===== src/rtl/i2c_apb_sequencer_if.sv =====
// Request, byte-stream and APB master signals of the I2C APB sequencer.
// Signal directions are named from the sequencer's point of view.
interface i2c_apb_sequencer_if;
    logic        req_valid_i;
    logic        req_ready_o;
    logic        req_rw_i;
    logic [6:0]  req_addr_i;
    logic [7:0]  req_len_i;
    logic        wr_valid_i;
    logic        wr_ready_o;
    logic [7:0]  wr_data_i;
    logic        rd_valid_o;
    logic        rd_ready_i;
    logic [7:0]  rd_data_o;
    logic        done_o;
    logic        err_o;
    logic        psel_o;
    logic        penable_o;
    logic        pwrite_o;
    logic [31:0] paddr_o;
    logic [31:0] pwdata_o;
    logic [31:0] prdata_i;
    logic        pready_i;

    modport master (
        input  req_valid_i, req_rw_i, req_addr_i, req_len_i,
        input  wr_valid_i, wr_data_i, rd_ready_i, prdata_i, pready_i,
        output req_ready_o, wr_ready_o, rd_valid_o, rd_data_o, done_o, err_o,
        output psel_o, penable_o, pwrite_o, paddr_o, pwdata_o
    );

    modport slave (
        output req_valid_i, req_rw_i, req_addr_i, req_len_i,
        output wr_valid_i, wr_data_i, rd_ready_i, prdata_i, pready_i,
        input  req_ready_o, wr_ready_o, rd_valid_o, rd_data_o, done_o, err_o,
        input  psel_o, penable_o, pwrite_o, paddr_o, pwdata_o
    );
endinterface


===== src/rtl/i2c_apb_sequencer.sv =====
// APB master that runs one complete I2C transfer on the I2C core's register port.
// Poll timeout and err_o reporting are built only when I2C_SEQ_TIMEOUT_EN is defined.
//
// state       | meaning
// IDLE        | waiting for a request, req_ready_o high
// RST         | cmd <- 0x00, holds the I2C core in reset
// PRESC       | prescaler <- PRESC_VAL
// ADDR        | address_rw <- {addr, rw}
// LOAD        | one transmit-register write per accepted write byte
// START       | cmd <- 0x60, enable with reset released
// POLL_BUSY   | read status until bus_free = 0
// POLL_FREE   | read status until bus_free = 1 (and TX empty for writes)
// READ        | receive-register read, byte held on rd_* until taken
// STOP        | cmd <- 0x20, disable
// DONE        | done_o pulse
module i2c_apb_sequencer #(
    parameter logic [7:0]  PRESC_VAL    = 8'd4,
    parameter int          MAX_LEN      = 16,
    parameter logic [31:0] STATUS_ADDR  = 32'h03,
    parameter logic [31:0] RECEIVE_ADDR = 32'h05,
    parameter logic [15:0] TIMEOUT_CYC  = 16'd50000
) (
    input logic                 pclk_i,
    input logic                 preset_n_i,
    i2c_apb_sequencer_if.master bus
);
    typedef enum logic [3:0] {
        S_IDLE, S_RST, S_PRESC, S_ADDR, S_LOAD, S_START,
        S_POLL_BUSY, S_POLL_FREE, S_READ, S_STOP, S_DONE
    } state_t;

    localparam logic [7:0] MAX_LEN_B = 8'(MAX_LEN);

    state_t      state;
    logic        rw_q;
    logic [6:0]  addr_q;
    logic [7:0]  len_q;
    logic [7:0]  cnt_q;
    logic        tmo_flag_q;
    logic        err_q;
    logic        tmo_hit;
    logic [7:0]  len_eff;
    logic [31:0] acc_addr;
    logic [31:0] acc_wdata;
    logic        acc_write;
    logic        acc_start;
    logic        acc_done;
    logic        unused_prdata;

    assign unused_prdata = ^bus.prdata_i[31:8];
    assign acc_done      = bus.psel_o & bus.penable_o & bus.pready_i;
    assign bus.err_o     = err_q;

    always_comb begin
        len_eff = bus.req_len_i;
        if (bus.req_len_i == 8'd0)
            len_eff = 8'd1;
        else if (bus.req_len_i > MAX_LEN_B)
            len_eff = MAX_LEN_B;
    end

    // Register access wanted by the current state; launched only while psel is low.
    always_comb begin
        acc_addr  = 32'h0;
        acc_wdata = 32'h0;
        acc_write = 1'b1;
        acc_start = 1'b0;
        case (state)
            S_RST:       begin acc_addr = 32'h01; acc_start = 1'b1; end
            S_PRESC:     begin acc_addr = 32'h00; acc_wdata = {24'h0, PRESC_VAL}; acc_start = 1'b1; end
            S_ADDR:      begin acc_addr = 32'h04; acc_wdata = {24'h0, addr_q, rw_q}; acc_start = 1'b1; end
            S_LOAD:      begin
                acc_addr  = 32'h02;
                acc_wdata = {24'h0, bus.wr_data_i};
                acc_start = bus.wr_ready_o & bus.wr_valid_i;
            end
            S_START:     begin acc_addr = 32'h01; acc_wdata = 32'h60; acc_start = 1'b1; end
            S_POLL_BUSY,
            S_POLL_FREE: begin acc_addr = STATUS_ADDR; acc_write = 1'b0; acc_start = ~tmo_hit; end
            S_READ:      begin acc_addr = RECEIVE_ADDR; acc_write = 1'b0; acc_start = ~bus.rd_valid_o; end
            S_STOP:      begin acc_addr = 32'h01; acc_wdata = 32'h20; acc_start = 1'b1; end
            default:     ;
        endcase
    end

`ifdef I2C_SEQ_TIMEOUT_EN
    logic [15:0] tmo_cnt;

    always_ff @(posedge pclk_i or negedge preset_n_i) begin
        if (!preset_n_i)
            tmo_cnt <= '0;
        else if (state != S_POLL_BUSY && state != S_POLL_FREE)
            tmo_cnt <= '0;
        else if (!tmo_hit)
            tmo_cnt <= tmo_cnt + 16'd1;
    end

    assign tmo_hit = (tmo_cnt >= TIMEOUT_CYC);
`else
    localparam logic [15:0] unused_timeout_cyc = TIMEOUT_CYC;
    assign tmo_hit = 1'b0;
`endif

    always_ff @(posedge pclk_i or negedge preset_n_i) begin
        if (!preset_n_i) begin
            state           <= S_IDLE;
            rw_q            <= 1'b0;
            addr_q          <= '0;
            len_q           <= '0;
            cnt_q           <= '0;
            tmo_flag_q      <= 1'b0;
            err_q           <= 1'b0;
            bus.req_ready_o <= 1'b0;
            bus.wr_ready_o  <= 1'b0;
            bus.rd_valid_o  <= 1'b0;
            bus.rd_data_o   <= '0;
            bus.done_o      <= 1'b0;
            bus.psel_o      <= 1'b0;
            bus.penable_o   <= 1'b0;
            bus.pwrite_o    <= 1'b0;
            bus.paddr_o     <= '0;
            bus.pwdata_o    <= '0;
        end else begin
            bus.done_o <= 1'b0;
            err_q      <= 1'b0;

            // APB engine: SETUP, ACCESS until pready, then at least one idle cycle.
            if (bus.psel_o) begin
                if (!bus.penable_o) begin
                    bus.penable_o <= 1'b1;
                end else if (bus.pready_i) begin
                    bus.psel_o    <= 1'b0;
                    bus.penable_o <= 1'b0;
                end
            end else if (acc_start) begin
                bus.psel_o   <= 1'b1;
                bus.paddr_o  <= acc_addr;
                bus.pwdata_o <= acc_wdata;
                bus.pwrite_o <= acc_write;
            end

            case (state)
                S_IDLE: begin
                    bus.req_ready_o <= 1'b1;
                    if (bus.req_ready_o && bus.req_valid_i) begin
                        bus.req_ready_o <= 1'b0;
                        rw_q            <= bus.req_rw_i;
                        addr_q          <= bus.req_addr_i;
                        len_q           <= len_eff;
                        cnt_q           <= '0;
                        tmo_flag_q      <= 1'b0;
                        state           <= S_RST;
                    end
                end
                S_RST:   if (acc_done) state <= S_PRESC;
                S_PRESC: if (acc_done) state <= S_ADDR;
                S_ADDR:  if (acc_done) state <= rw_q ? S_START : S_LOAD;
                S_LOAD: begin
                    if (acc_done) begin
                        cnt_q <= cnt_q + 8'd1;
                        if (cnt_q + 8'd1 == len_q)
                            state <= S_START;
                    end else if (!bus.psel_o) begin
                        bus.wr_ready_o <= ~(bus.wr_ready_o & bus.wr_valid_i);
                    end
                end
                S_START: if (acc_done) state <= S_POLL_BUSY;
                S_POLL_BUSY: begin
                    if (acc_done && !bus.prdata_i[5]) begin
                        state <= S_POLL_FREE;
                    end else if (!bus.psel_o && tmo_hit) begin
                        tmo_flag_q <= 1'b1;
                        state      <= S_STOP;
                    end
                end
                S_POLL_FREE: begin
                    if (acc_done && bus.prdata_i[5] && (rw_q || bus.prdata_i[7])) begin
                        state <= rw_q ? S_READ : S_STOP;
                    end else if (!bus.psel_o && tmo_hit) begin
                        tmo_flag_q <= 1'b1;
                        state      <= S_STOP;
                    end
                end
                S_READ: begin
                    if (acc_done) begin
                        bus.rd_data_o  <= bus.prdata_i[7:0];
                        bus.rd_valid_o <= 1'b1;
                    end else if (bus.rd_valid_o && bus.rd_ready_i) begin
                        bus.rd_valid_o <= 1'b0;
                        cnt_q          <= cnt_q + 8'd1;
                        if (cnt_q + 8'd1 == len_q)
                            state <= S_STOP;
                    end
                end
                S_STOP: begin
                    if (acc_done) begin
                        bus.done_o <= 1'b1;
                        err_q      <= tmo_flag_q;
                        state      <= S_DONE;
                    end
                end
                S_DONE:  state <= S_IDLE;
                default: state <= S_IDLE;
            endcase
        end
    end
endmodule

===== src/flat_wrapper.sv =====
// flat-port wrapper written by rule: the top's interface ports become plain ports
module i2c_apb_sequencer_flat 
#(
    parameter logic [7:0]  PRESC_VAL    = 8'd4,
    parameter int          MAX_LEN      = 16,
    parameter logic [31:0] STATUS_ADDR  = 32'h03,
    parameter logic [31:0] RECEIVE_ADDR = 32'h05,
    parameter logic [15:0] TIMEOUT_CYC  = 16'd50000
)
  (pclk_i, preset_n_i, bus_req_valid_i, bus_req_rw_i, bus_req_addr_i, bus_req_len_i, bus_wr_valid_i, bus_wr_data_i, bus_rd_ready_i, bus_prdata_i, bus_pready_i, bus_req_ready_o, bus_wr_ready_o, bus_rd_valid_o, bus_rd_data_o, bus_done_o, bus_err_o, bus_psel_o, bus_penable_o, bus_pwrite_o, bus_paddr_o, bus_pwdata_o);
  i2c_apb_sequencer_if bus_i ();
  input logic pclk_i;
  input logic preset_n_i;
  input wire logic [$bits(bus_i.req_valid_i)-1:0] bus_req_valid_i;
  input wire logic [$bits(bus_i.req_rw_i)-1:0] bus_req_rw_i;
  input wire logic [$bits(bus_i.req_addr_i)-1:0] bus_req_addr_i;
  input wire logic [$bits(bus_i.req_len_i)-1:0] bus_req_len_i;
  input wire logic [$bits(bus_i.wr_valid_i)-1:0] bus_wr_valid_i;
  input wire logic [$bits(bus_i.wr_data_i)-1:0] bus_wr_data_i;
  input wire logic [$bits(bus_i.rd_ready_i)-1:0] bus_rd_ready_i;
  input wire logic [$bits(bus_i.prdata_i)-1:0] bus_prdata_i;
  input wire logic [$bits(bus_i.pready_i)-1:0] bus_pready_i;
  output wire logic [$bits(bus_i.req_ready_o)-1:0] bus_req_ready_o;
  output wire logic [$bits(bus_i.wr_ready_o)-1:0] bus_wr_ready_o;
  output wire logic [$bits(bus_i.rd_valid_o)-1:0] bus_rd_valid_o;
  output wire logic [$bits(bus_i.rd_data_o)-1:0] bus_rd_data_o;
  output wire logic [$bits(bus_i.done_o)-1:0] bus_done_o;
  output wire logic [$bits(bus_i.err_o)-1:0] bus_err_o;
  output wire logic [$bits(bus_i.psel_o)-1:0] bus_psel_o;
  output wire logic [$bits(bus_i.penable_o)-1:0] bus_penable_o;
  output wire logic [$bits(bus_i.pwrite_o)-1:0] bus_pwrite_o;
  output wire logic [$bits(bus_i.paddr_o)-1:0] bus_paddr_o;
  output wire logic [$bits(bus_i.pwdata_o)-1:0] bus_pwdata_o;
  assign bus_i.req_valid_i = bus_req_valid_i;
  assign bus_i.req_rw_i = bus_req_rw_i;
  assign bus_i.req_addr_i = bus_req_addr_i;
  assign bus_i.req_len_i = bus_req_len_i;
  assign bus_i.wr_valid_i = bus_wr_valid_i;
  assign bus_i.wr_data_i = bus_wr_data_i;
  assign bus_i.rd_ready_i = bus_rd_ready_i;
  assign bus_i.prdata_i = bus_prdata_i;
  assign bus_i.pready_i = bus_pready_i;
  assign bus_req_ready_o = bus_i.req_ready_o;
  assign bus_wr_ready_o = bus_i.wr_ready_o;
  assign bus_rd_valid_o = bus_i.rd_valid_o;
  assign bus_rd_data_o = bus_i.rd_data_o;
  assign bus_done_o = bus_i.done_o;
  assign bus_err_o = bus_i.err_o;
  assign bus_psel_o = bus_i.psel_o;
  assign bus_penable_o = bus_i.penable_o;
  assign bus_pwrite_o = bus_i.pwrite_o;
  assign bus_paddr_o = bus_i.paddr_o;
  assign bus_pwdata_o = bus_i.pwdata_o;
  i2c_apb_sequencer #(.PRESC_VAL(PRESC_VAL), .MAX_LEN(MAX_LEN), .STATUS_ADDR(STATUS_ADDR), .RECEIVE_ADDR(RECEIVE_ADDR), .TIMEOUT_CYC(TIMEOUT_CYC)) u_core (.pclk_i(pclk_i), .preset_n_i(preset_n_i), .bus(bus_i));
endmodule

===== config.mk =====
export PLATFORM = sky130hd
export DESIGN_NAME = i2c_apb_sequencer_flat
export DESIGN_NICKNAME = d
export VERILOG_FILES = /design/src/rtl/i2c_apb_sequencer_if.sv /design/src/rtl/i2c_apb_sequencer.sv /design/src/flat_wrapper.sv
export SDC_FILE = /design/constraint.sdc
export NUM_CORES = 1
export LEC_CHECK = 0
export CORE_UTILIZATION = 45
export CTS_CLUSTER_DIAMETER = 150
export DETAILED_ROUTE_END_ITERATION = 7
export PLACE_DENSITY = 0.86
export SYNTH_ARGS = -nofsm -noshare
export SYNTH_HDL_FRONTEND = slang
export SYNTH_SLANG_ARGS = --single-unit

===== constraint.sdc =====
create_clock -name pclk_i -period 5.37 [get_ports pclk_i]
set_input_delay 1.074 -clock pclk_i [delete_from_list [all_inputs] [get_ports pclk_i]]
set_output_delay 1.074 -clock pclk_i [all_outputs]
set_load 0.005 [all_outputs]

**Yosys cells after proc, flatten, opt, wreduce, memory -nomap -nowiden**

Cells that the tools add are included.

- Add/subtract/negate cells: 1
- $lt $le $gt $ge: 1
- Eq/ne operators: 23
- Mux-type cells: 36
- Bitwise logic cells: 7
- Reduce and logical (&&, ||, !) cells: 22

Operators by type and width:

| operator | count |
|---|---|
| two-way mux 4 bit | 13 |
| two-way mux 8 bit | 6 |
| one-hot mux 4 bit (10 select lines) | 1 |
| one-hot mux 8 bit (5 select lines) | 1 |
| != test 2 x 1 -> 1 bit, second input constant | 12 |
| one-hot mux 8 bit (3 select lines) | 1 |
| == test 4 x 3 -> 1 bit, second input constant | 4 |
| one-hot mux 3 bit (5 select lines) | 1 |
| AND reduction 13 bit | 1 |
| two-way mux 1 bit | 12 |
| adder 8 x 1 -> 8 bit, second input constant | 1 |
| == test 4 x 2 -> 1 bit, second input constant | 2 |
| == test 4 bit, second input constant | 2 |
| == test 8 bit | 1 |
| > comparator 8 x 5 -> 1 bit, second input constant | 1 |
| logical NOT 8 bit | 1 |
| AND reduction 2 bit | 4 |
| OR reduction 7 bit | 1 |
| OR reduction 3 bit | 2 |
| logical AND 1 bit | 5 |
| AND reduction 5 bit | 1 |
| == test 4 x 1 -> 1 bit, second input constant | 1 |
| logical NOT 4 bit | 1 |
| NOT 1 bit | 4 |
| 9 further kinds | 11 |

- Flip-flop bits (word level): 107
- Input port bits: 62
- Output and inout port bits: 80
- Logic and storage cells: 105

**Longest topological paths before layout**

Gate-level depths: netlist (run 1).

- Depth in word-level cells: 6
- Gate-level depth with buffers: 7
- Gate-level depth less buffers: 6

**Worst setup path after synthesis (run 1)**

No wires, ideal clock.

- Path type: input -> register
- Start point: in bus_prdata_i[5]
- End point: reg u_core.state[0]
- Library setup time: 0.080 ns
- Arrival time: 2.415 ns
- Required time: 5.290 ns
- Setup slack: 2.875 ns
- Stages: 5
- Path buffers: 0
- Cell sequence: or2_2 o2111ai_1 o211ai_1 or4_1 o211ai_2

- Cells in the longest elaborated chain, start to end: 4
- Elaborated cells on any way between the ends: 7
- Classes of those cells: 2 x eq/ne; 5 x reduce/logical

RTL lines:

| element | line | RTL |
|---|---|---|
| from (decl) | flat_wrapper.sv:21 | `input wire logic [$bits(bus_i.prdata_i)-1:0] bus_prdata_i;` |
| logical AND 1 bit / logical NOT 1 bit (equally long branches) | i2c_apb_sequencer.sv:177, i2c_apb_sequencer.sv:169 |  |
| logical AND 1 bit, on equally long branches | i2c_apb_sequencer.sv:177, i2c_apb_sequencer.sv:169 |  |
| != test 2 x 1 -> 1 bit (no line) | - |  |
| AND reduction 13 bit (no line) * | - |  |
| to (signal assigned) | i2c_apb_sequencer.sv:157 | `S_ADDR: if (acc_done) state <= rw_q ? S_START : S_LOAD;` |
| to (signal assigned) | i2c_apb_sequencer.sv:178 | `state <= rw_q ? S_READ : S_STOP;` |
| to (decl) | i2c_apb_sequencer.sv:34 | `state_t state;` |

Every way passes the cells marked *; elsewhere a longest branch is shown, timed or not.
A chain may end at the register's enable or synchronous reset.

**Worst setup path in the final report (run 1)**

- Start point: in bus_pready_i
- End point: reg u_core.cnt_q[2]

- Cells in the longest elaborated chain, start to end: 3
- Elaborated cells on any way between the ends: 4
- Classes of those cells: 2 x eq/ne; 1 x bitwise; 1 x reduce/logical

RTL lines:

| element | line | RTL |
|---|---|---|
| from (decl) | flat_wrapper.sv:22 | `input wire logic [$bits(bus_i.pready_i)-1:0] bus_pready_i;` |
| bitwise AND 1 bit * | i2c_apb_sequencer.sv:51 | `assign acc_done = bus.psel_o & bus.penable_o & bus.pready_i;` |
| != test 2 bit (no line) / != test 2 x 1 -> 1 bit (equally long branches) | - |  |
| AND reduction 5 bit (no line) * | - |  |
| to (signal assigned) | i2c_apb_sequencer.sv:160 | `cnt_q <= cnt_q + 8'd1;` |
| to (signal assigned) | i2c_apb_sequencer.sv:190 | `cnt_q <= cnt_q + 8'd1;` |
| to (decl) | i2c_apb_sequencer.sv:38 | `logic [7:0] cnt_q;` |

Marked as above.

==> impl_summary.log, run 1 <==
INFO  metric cts_tree = built
INFO  metric setup.worst_path.class = in2reg
INFO  metric reg2reg_from = u_core.state[2]
INFO  metric post_synth_inst_count = around 330
INFO  metric grt_start_max_net_pins = 55
INFO  metric die_area = around 7200 sq um
INFO  metric grt_overflow = 0
INFO  metric wirelength = around 6500 um
INFO  metric antenna_left = 0
INFO  metric pwr_density_cell = approximately 420 nW/um^2
INFO  metric antenna-diode-count = 0
INFO  metric fin_crit_sh = 0.5582
INFO  metric first_global_vias = roughly 2400
INFO  metric critical_path_required = roughly 5.5 ns
INFO  metric drt-wirelength-per-cell = approximately 14 um
INFO  metric grtUsageMet1 = 0.2481
INFO  metric y_dimension_of_the_die = ~85 um
INFO  metric detailedRoute.firstIterationViolations = around 260
INFO  metric total_half_perimeter_wirelength_after_legalization_and_detailed_placement = 4746 um
INFO  metric area_growth_syn_to_layout = 18.78%
INFO  metric hold_viol_final = 0
INFO  metric start_util = 0.4779
INFO  metric h-tree-depth = 2
INFO  metric finalSetupViolCount = 0
INFO  metric final_max_slew_viol_count = 0
INFO  metric tightestPinTransition = 1.028 ns
INFO  metric worstPathMaxFanout = 10
INFO  metric numPortBuffers = 63
INFO  metric synth_async_sr_flop_share = 1.000
INFO  metric min_delay_worst_endpoint = u_core.addr_q[1]
INFO  metric hold_start = u_core.addr_q[1]
INFO  metric synth-seq-cells = between 50 and 60
INFO  metric fillers = 552
INFO  metric post_synthesis_cell_area = approximately 3100 sq um
INFO  metric detailedRoute.firstPassIterationCount = 4
INFO  metric holdWs = between 0.4 and 0.5 ns
INFO  metric yosys_most_used_dff = sky130_fd_sc_hd__dfrtp_1
INFO  metric top_usage_layer = met2
INFO  metric grt_first_pass_wirelength = approximately 11000 um
INFO  metric synthesis.yosys.warnings = 0
INFO  metric num_cts_buffers = 5
INFO  metric ctsLongestPathBuffers = 2
INFO  metric tritoncts_num_sinks = 54
INFO  metric run_status = complete, no violations
INFO  metric timing.reg2reg.worst_path_depth = 5
INFO  metric peakVddDrop = about 0.28 mV
INFO  metric leakagePower = around 1.7 nW
INFO  metric core = between 6000 and 7000 sq um
INFO  metric worstSetupStartpointType = primary input
INFO  metric final_common_cell = sky130_fd_sc_hd__clkdlybuf4s50_1
INFO  metric cts_repair_resize_count = 0
INFO  metric nNetsFinal = between 400 and 500
INFO  metric postSynthAreaPerCell = ~9.3 sq um
INFO  metric final_cell_utilization_of_the_core = 0.5677
INFO  metric cp-end-kind = flip-flop
INFO  metric clk_latency = around 0.3 ns
INFO  metric floorplan.rows = 29
INFO  metric timing.reg2reg.setup_slack = around 2.7 ns
INFO  metric layout_common_cells = sky130_fd_sc_hd__clkdlybuf4s50_1, sky130_fd_sc_hd__conb_1, sky130_fd_sc_hd__dfrtp_1
INFO  metric slew-limit-headroom = 0.3120
INFO  metric path_clk_slew = around 0.1 ns
INFO  metric gp_congestion = approximately 0.81
INFO  metric synth-edff-count = 0
INFO  metric timing.critical_path.cells = clkdlybuf4s50_1, and3_1, o22ai_1, o211ai_1, or2_0, o21ai_0
INFO  metric instances_no_fill = 469
INFO  metric cpPeakStageDelay = roughly 0.59 ns
INFO  metric worstHoldPathCells = 2
INFO  metric post_route_cells_drive_above_1_share = 0.08929
INFO  metric setup_tns = 0 ns
INFO  metric cts_root_buffer = sky130_fd_sc_hd__clkbuf_8
INFO  metric post_drt_via_cell_ratio = between 5 and 6
INFO  metric cap_violations = 0
INFO  metric horizontal_die_dimension = about 85 um
INFO  metric grtUsageTotal = 0.1909
INFO  metric timing.fmax = about 0.33 GHz
INFO  metric cts_setup_buffers = 0
INFO  metric hp-class = reg2reg
INFO  metric dr_total_vias = approximately 2400
INFO  metric yosysSeqAreaShare = 0.4353
INFO  metric initial_antenna_violation_count = 0
INFO  metric timing.rr.end = u_core.bus.pwdata_o[3]
INFO  metric rsz0062_at_grt = false
INFO  metric placed_cell_area = between 3000 and 4000 sq um
INFO  metric post_synth_num_cell_types = 51
INFO  metric hold_buffers = 0
INFO  metric drc_errors = 0
INFO  metric critPathSlowestCell = sky130_fd_sc_hd__o211ai_1
INFO  metric use_met3 = 0.02821
INFO  metric final_cell_area = around 3700 sq um
INFO  metric worst_path_arrival = approximately 3.2 ns
INFO  metric place_inst = between 400 and 500
INFO  metric min_period = around 3 ns
INFO  metric ioPinCount = around 140
INFO  metric grtUsageMet2 = 0.3270
INFO  metric finalClockSkew = 0.008913 ns
report_power, final:
group,switching (W),internal (W)
clock,0.000126,0.000130
sequential,0.000141,0.000523
combinational,0.000314,0.000334
stage by stage:
| step | power (W) | setup WS (ns) |
|---|---|---|
| 2_1_floorplan | 0.001077 | 2.875 |
| 3_3_place_gp | 0.001275 | 2.164 |
| 3_5_place_dp | 0.001310 | 2.092 |
| 4_1_cts | 0.001569 | 2.411 |
| 5_1_grt | 0.001679 | 2.247 |
| 6_report | 0.001567 | 2.373 |
cell type report:
cell class	instances	area [sq um]	area share
inverter	3	11.26	0.003054
tap	77	96.34	0.02613
timing repair buffer	64	633.1	0.1717
multi-input combinational	263	1485	0.4028
clock buffer	8	110.1	0.02986
sequential	54	1351	0.3665
cell usage after synthesis (all sizes together) (4+ instances only):
cell type | instances | area [sq um]
o31ai | 4 | 30.03
nor3 | 9 | 45.04
nor2b | 5 | 31.28
xnor2 | 6 | 52.55
and2 | 5 | 31.28
mux2 | 20 | 225.2
a22o | 5 | 43.79
nor2 | 19 | 71.32
clkbuf | 7 | 26.28
a21oi | 13 | 68.82
nand2 | 49 | 183.9
dfrtp | 54 | 1351
nand3 | 9 | 50.05
o21ai | 21 | 105.1
buf | 59 | 429.2
o211ai | 5 | 42.54
nand2b | 4 | 25.02
registers in the layout, summed over array words and instances, names as in the netlist, 3 cells and up:
signal / count
u_core.addr_q: 7
u_core.state: 4
u_core.bus.pwdata_o: 8
u_core.bus.rd_data_o: 8
u_core.cnt_q: 8
u_core.len_q: 8
u_core.bus.paddr_o: 3
layer usage:
layer  share of wire  vias to the layer above
met1            0.42                     1158
met3           0.055                        9
li1                -                     1157
met2            0.51                       90
met5               0                        -
met4           0.016                        0
critical path, delay by kind of cell:
kind            cells  cell delay [ns]
compound gates      3             0.91
buf+inv             1             0.48
simple gates        2             0.71
logic make-up after synthesis:
group / after synthesis / synth area share
xor gates and xnor gates: 9 / 0.02539
other: 1 / 0.001208
buffers and inverters: 69 / 0.1503
adders and majority gates: 1 / 0.004030
and+or+nand+nor: 118 / 0.1846
muxes: 21 / 0.07578
AOI/OAI and AO/OA: 60 / 0.1233
DFF: 54 / 0.4353
worst max-delay path by stage:
stage,slack (ns),to,from,cells past startpoint
2_1_floorplan,2.88,u_core.state[0],bus_prdata_i[5],5
3_3_place_gp,2.16,u_core.cnt_q[7],bus_pready_i,6
3_5_place_dp,2.09,u_core.bus.pwdata_o[3],bus_wr_valid_i,6
4_1_cts,2.41,u_core.bus.pwdata_o[3],bus_wr_valid_i,6
5_1_grt,2.25,u_core.bus.pwdata_o[0],bus_wr_valid_i,6
6_report,2.37,u_core.cnt_q[2],bus_pready_i,6
No activity file was read; power rests on OpenSTA's default activity.
==> run 2, diff against run 1 <==
--- a/config.mk
+++ b/config.mk
@@ -5,10 +5,10 @@
 export SDC_FILE = /design/constraint.sdc
 export NUM_CORES = 1
 export LEC_CHECK = 0
-export CORE_UTILIZATION = 45
+export CORE_UTILIZATION = 42
 export CTS_CLUSTER_DIAMETER = 150
 export DETAILED_ROUTE_END_ITERATION = 7
-export PLACE_DENSITY = 0.86
+export PLACE_DENSITY = 0.81
 export SYNTH_ARGS = -nofsm -noshare
 export SYNTH_HDL_FRONTEND = slang
 export SYNTH_SLANG_ARGS = --single-unit
==> constraint.sdc (replaced) <==
create_clock -name pclk_i -period 2.91 [get_ports pclk_i]
set_input_delay 0.582 -clock pclk_i [delete_from_list [all_inputs] [get_ports pclk_i]]
set_output_delay 0.582 -clock pclk_i [all_outputs]
set_load 0.005 [all_outputs]
==> run 2 against run 1 <==
Against the previous run: non-clock buffer count grew 6; final cell count grew 5.3%; worst setup slack lost 1.9 ns; clock-buffer cell count shrank 2; critical path depth shrank 1; global-route usage shrank 1.3 points; clock skew is essentially flat; critical path type is now reg2reg; wire length shrank 1.6%.
==> impl_summary.log, run 2 (synthesized netlist as in run 1, its figures left out) <==
INFO  metric detailedRoute.firstPassIterationCount = 4
INFO  metric antenna-diode-count = 0
INFO  metric run_status = complete, no violations
INFO  metric timing.fmax = 0.4096 GHz
INFO  metric start_util = 0.4446
INFO  metric final_max_slew_viol_count = 0
INFO  metric post_drt_via_cell_ratio = 4.957
INFO  metric dr_total_vias = 2449
INFO  metric ioPinCount = 142
INFO  metric grt_start_max_net_pins = 55
INFO  metric hold_viol_final = 0
INFO  metric grtUsageTotal = 0.1775
INFO  metric setup.worst_path.class = reg2reg
INFO  metric tritoncts_num_sinks = between 50 and 60
INFO  metric floorplan.rows = 30
INFO  metric gp_congestion = just over 0.8
INFO  metric layout_common_cells = sky130_fd_sc_hd__clkdlybuf4s50_1, sky130_fd_sc_hd__conb_1, sky130_fd_sc_hd__dfrtp_1
INFO  metric core = between 6000 and 7000 sq um
INFO  metric power.switching = roughly 0.0011 W
INFO  metric cellInternalPower = 0.001993 W
INFO  metric peakVddDrop = ~0.44 mV
INFO  metric clk_latency = 0.31 ns
INFO  metric horizontal_die_dimension = roughly 88 um
INFO  metric antenna_left = 0
INFO  metric timing.rr.end = u_core.bus.pwdata_o[2]
INFO  metric grt_overflow = 0
INFO  metric cts_repair_resize_count = 0
INFO  metric reg2reg_from = u_core.state[2]
INFO  metric cts_setup_buffers = 0
INFO  metric placed_cell_area = about 3600 sq um
INFO  metric drc_errors = 0
INFO  metric post_route_cells_drive_above_1_share = 0.1030
INFO  metric path_clk_slew = roughly 0.090 ns
INFO  metric cts_root_buffer = sky130_fd_sc_hd__clkbuf_8
INFO  metric swShare = 0.3496
INFO  metric leakagePower = about 1.7 nW
INFO  metric finalClockSkew = 0.008940 ns
INFO  metric cts_tree = built
INFO  metric cp-end-kind = flip-flop
INFO  metric critical_path_required = 3.11 ns
INFO  metric wirelength = 6417 um
INFO  metric crit_start = u_core.state[2]
INFO  metric grt_first_pass_wirelength = 10800 um
INFO  metric detailedRoute.firstIterationViolations = ~240
INFO  metric tightestPinTransition = approximately 1 ns
INFO  metric first_global_vias = between 2000 and 2500
INFO  metric min_period = 2.441 ns
INFO  metric numPortBuffers = 63
INFO  metric die_area = a little under 8000 sq um
INFO  metric hp-class = in2async
INFO  metric timing.reg2reg.setup_slack = approximately 0.47 ns
INFO  metric p_seq_frac = 0.388
INFO  metric fin_crit_sh = 0.8390
INFO  metric pwr_density_cell = between 800 and 900 nW/um^2
INFO  metric share_comb_of_total_power = 0.412
INFO  metric num_cts_buffers = 5
INFO  metric setup_tns = 0 ns
INFO  metric detailedPlace.worstSlack = 0.1709 ns
INFO  metric area_growth_syn_to_layout = 22.05%
INFO  metric critPathCapture = u_core.bus.pwdata_o[2]
INFO  metric final_common_cell = sky130_fd_sc_hd__clkdlybuf4s50_1
INFO  metric p_total = a little over 0.003 W
INFO  metric final_cell_area = 3789 sq um
INFO  metric nNetsFinal = 460
INFO  metric y_dimension_of_the_die = 87.97 um
INFO  metric worstPathMaxFanout = 12
INFO  metric worstSetupStartpointType = flip-flop
INFO  metric finalSetupViolCount = 0
INFO  metric worst_path_arrival = around 2.6 ns
INFO  metric initial_antenna_violation_count = 0
INFO  metric rsz0062_at_grt = false
INFO  metric cap_violations = 0
INFO  metric hold_buffers = 0
INFO  metric ctsLongestPathBuffers = 2
INFO  metric drt-wirelength-per-cell = approximately 13 um
INFO  metric timing.reg2reg.worst_path_depth = 5
INFO  metric slew-limit-headroom = 0.3281
INFO  metric p_clk_frac = 0.200
INFO  metric total_half_perimeter_wirelength_after_legalization_and_detailed_placement = about 4700 um
INFO  metric h-tree-depth = 2
INFO  metric finalWorstSetupSlack = about 0.47 ns
==> run 2: cell count changes in the layout (fill, tap and decap cells not counted) <==
cell	previous run	this run
sky130_fd_sc_hd__clkbuf_8	8	6
sky130_fd_sc_hd__buf_4	1	7
sky130_fd_sc_hd__bufinv_16	0	2
==> run 2: how the worst min path moves through the flow <==
stage                                   end  slack [ns]  cells after the start
floorplan                  u_core.addr_q[0]        0.29                      0
global placement           u_core.addr_q[2]        0.46                      2
detailed placement         u_core.addr_q[2]        0.46                      2
CTS                 u_core.bus.rd_data_o[1]        0.41                      2
global route        u_core.bus.rd_data_o[1]        0.46                      2
finish              u_core.bus.rd_data_o[1]        0.38                      2
==> run 2: layout make-up <==
type,instances,area (sq um)
timing repair buffer,70,678.2
inverter,3,11.26
tap,96,120.1
clock buffer,6,82.58
fill,604,3193
multi-input combinational,263,1485
sequential,54,1351
clock inverter,2,60.06
==> run 2: stage by stage <==
| step | hold WS (ns) | util | instances |
|---|---|---|---|
| after floorplan | 0.2864 | - | 386 |
| after global placement | 0.4610 | 0.5222 | 486 |
| after detailed placement | 0.4641 | 0.5222 | 486 |
| after CTS | 0.4128 | 0.5427 | 494 |
| after global routing | 0.4552 | 0.5427 | 494 |
| final | 0.3777 | 0.5427 | 494 |
==> run 2: layer usage <==
metal | vias up | wire, um | track usage
met5 | - | 0 | 0
met4 | 0 | 110 | 0.06110
met3 | 12 | 439 | 0.04053
met2 | 116 | 3169 | 0.2875
met1 | 1155 | 2698 | 0.2342
li1 | 1166 | - | -
==> run 2: power groups by stage <==
stage               combinational [W]  clock (W)  sequential [W]
floorplan                    0.000878          0         0.00111
global placement              0.00123          0         0.00119
detailed placement            0.00126          0         0.00120
CTS                           0.00127   0.000619         0.00118
global route                  0.00141   0.000654         0.00122
finish                        0.00126   0.000614         0.00119
==> run 2: worst max-delay path: stages, from the launching register on <==
cell	delay, ns
sky130_fd_sc_hd__dfrtp_1	0.51
sky130_fd_sc_hd__buf_4	0.23
sky130_fd_sc_hd__o21ai_1	0.25
sky130_fd_sc_hd__a21oi_1	0.14
sky130_fd_sc_hd__nor2_1	0.79
sky130_fd_sc_hd__mux2_2	0.42
==> run 3, diff against run 2 <==
--- a/config.mk
+++ b/config.mk
@@ -5,10 +5,10 @@
 export SDC_FILE = /design/constraint.sdc
 export NUM_CORES = 1
 export LEC_CHECK = 0
-export CORE_UTILIZATION = 42
+export CORE_UTILIZATION = 38
 export CTS_CLUSTER_DIAMETER = 150
 export DETAILED_ROUTE_END_ITERATION = 7
-export PLACE_DENSITY = 0.81
+export PLACE_DENSITY = 0.77
 export SYNTH_ARGS = -nofsm -noshare
 export SYNTH_HDL_FRONTEND = slang
 export SYNTH_SLANG_ARGS = --single-unit
==> constraint.sdc (replaced) <==
create_clock -name pclk_i -period 2.1 [get_ports pclk_i]
set_input_delay 0.42 -clock pclk_i [delete_from_list [all_inputs] [get_ports pclk_i]]
set_output_delay 0.42 -clock pclk_i [all_outputs]
set_load 0.005 [all_outputs]
==> run 3 against run 2 <==
Against the previous run: fmax is 17% higher; register-to-register slack worse by 0.45 ns; wire length is 9.5% higher; sequential share of layout area shrank 2.1 points; worst setup slack got worse by 0.45 ns; worst hold slack got worse by 0.30 ns; largest cell class unchanged; die area up 10%; core utilization shrank 2.8 points; clock-buffer cell count unchanged.
==> impl_summary.log, run 3 (synthesized netlist as in run 1, its figures left out) <==
INFO  metric run_status = complete, no violations
INFO  metric clk_latency = roughly 0.30 ns
INFO  metric grt_overflow = 0
INFO  metric num_cts_buffers = 5
INFO  metric gp_congestion = 0.8481
INFO  metric worst_path_arrival = approximately 2.3 ns
INFO  metric drc_errors = 0
INFO  metric final_cell_utilization_of_the_core = 0.5151
INFO  metric leakagePower = around 1.9 nW
INFO  metric worstSetupStartpointType = flip-flop
INFO  metric holdWs = just over 0.08 ns
INFO  metric placed_cell_area = approximately 3900 sq um
INFO  metric min_period = 2.084 ns
INFO  metric detailedRoute.firstPassIterationCount = 4
INFO  metric detailedRoute.firstIterationViolations = 115
INFO  metric hold_buffers = 0
INFO  metric tritoncts_num_sinks = between 50 and 60
INFO  metric final_cell_area = between 4000 and 5000 sq um
INFO  metric cp-end-kind = flip-flop
INFO  metric horizontal_die_dimension = slightly above 90 um
INFO  metric timing.reg2reg.worst_path_depth = 6
INFO  metric floorplan.rows = 32
INFO  metric post_drt_via_cell_ratio = 4.888
INFO  metric path_clk_slew = approximately 0.09 ns
INFO  metric total_half_perimeter_wirelength_after_legalization_and_detailed_placement = ~5400 um
INFO  metric place_inst = 520
INFO  metric final_common_cell = sky130_fd_sc_hd__clkdlybuf4s50_1
INFO  metric layout_common_cells = sky130_fd_sc_hd__clkdlybuf4s50_1, sky130_fd_sc_hd__conb_1, sky130_fd_sc_hd__dfrtp_1
INFO  metric grt_start_max_net_pins = 25
INFO  metric cap_violations = 0
INFO  metric peakVddDrop = approximately 0.73 mV
INFO  metric critical_path_required = 2.33 ns
INFO  metric drt-wirelength-per-cell = approximately 13 um
INFO  metric finalClockSkew = between 0.009 and 0.01 ns
INFO  metric start_util = 0.3976
INFO  metric rsz0062_at_grt = true
INFO  metric first_global_vias = between 2000 and 3000
INFO  metric antenna-diode-count = 0
INFO  metric timing.fmax = between 0.4 and 0.5 GHz
INFO  metric slew-limit-headroom = 0.6586
INFO  metric dr_total_vias = between 2000 and 3000
INFO  metric core = between 7000 and 8000 sq um
INFO  metric h-tree-depth = 2
INFO  metric setup_tns = 0 ns
INFO  metric hp-class = in2async
INFO  metric setup.worst_path.class = reg2reg
INFO  metric ioPinCount = roughly 140
INFO  metric grtUsageTotal = 0.1732
INFO  metric finalSetupViolCount = 0
INFO  metric fin_crit_sh = 0.9924
INFO  metric nNetsFinal = ~490
INFO  metric grt_first_pass_wirelength = 11780 um
INFO  metric wirelength = 7025 um
INFO  metric cts_root_buffer = sky130_fd_sc_hd__clkbuf_8
INFO  metric post_route_cells_drive_above_1_share = 0.1698
INFO  metric cts_tree = built
INFO  metric hold_viol_final = 0
INFO  metric ctsLongestPathBuffers = 2
INFO  metric area_growth_syn_to_layout = 29.54%
INFO  metric pwr_density_cell = between 1000 and 1500 nW/um^2
INFO  metric tightestPinTransition = 0.5120 ns
INFO  metric final_max_slew_viol_count = 0
INFO  metric antenna_left = 0
INFO  metric numPortBuffers = 63
INFO  metric worstPathMaxFanout = 2
INFO  metric die_area = 8534 sq um
INFO  metric initial_antenna_violation_count = 0
INFO  metric y_dimension_of_the_die = roughly 92 um
INFO  metric instances_no_fill = around 530
[run 3: report_power, final]
group	switching (W)	leakage, nW	total [W]	internal [W]
Clock	0.000315	0.0431	0.000570	0.000255
Sequential	0.000240	0.703	0.00158	0.00134
Combinational	0.00102	1.11	0.00215	0.00113
[run 3: through the flow]
| stage | worst slack, ns | power (W) |
|---|---|---|
| after floorplan | 0.03087 | 0.002765 |
| after global placement | -0.3530 | 0.003590 |
| after detailed placement | -0.4462 | 0.003667 |
| after CTS | -0.04199 | 0.004275 |
| after global routing | -0.03044 | 0.004603 |
| final | 0.01593 | 0.004298 |
[run 3: cell type report]
cell class	instances	area (sq um)
sequential	54	1351
inverter	3	11.26
multi-input combinational	263	1528
clock buffer	6	82.58
tap	102	127.6
timing repair buffer	98	920.9
fill	708	3786
[run 3: repair_timing]
| item | in CTS | in global routing |
|---|---|---|
| buffers inserted | 0 | 0 |
| setup endpoints to repair | 13 | 12 |
| resized for setup | 4 | 4 |
| pin swaps | 3 | 5 |
[run 3: worst paths after layout]
kind | startpoint | to | slack [ns]
hold reg to reg | u_core.addr_q[2] | u_core.addr_q[2] | 0.48
setup / recovery | u_core.cnt_q[1] | u_core.state[0] | 0.02
max in group asynchronous | preset_n_i | u_core.bus.psel_o | 1.48
setup reg to reg | u_core.cnt_q[1] | u_core.state[0] | 0.02
min in group pclk_i | u_core.addr_q[2] | u_core.addr_q[2] | 0.48
hold / removal | preset_n_i | u_core.bus.rd_valid_o | 0.08
[run 3: critical path, stage by stage (launching register included)]
cell and delay (ns):
sky130_fd_sc_hd__dfrtp_1 0.42, sky130_fd_sc_hd__ha_4 0.29, sky130_fd_sc_hd__xnor2_2 0.10, sky130_fd_sc_hd__nand3_1 0.09, sky130_fd_sc_hd__or4b_1 0.48, sky130_fd_sc_hd__or4_4 0.50
sky130_fd_sc_hd__o211ai_2 0.14
[run 3: layer usage]
metal | track usage | wire length (um) | vias to the layer above
met5 | 0 | 0 | -
met4 | 0.07943 | 191 | 0
met3 | 0.04516 | 437 | 15
met2 | 0.2883 | 3489 | 103
met1 | 0.2091 | 2907 | 1233
li1 | - | - | 1220
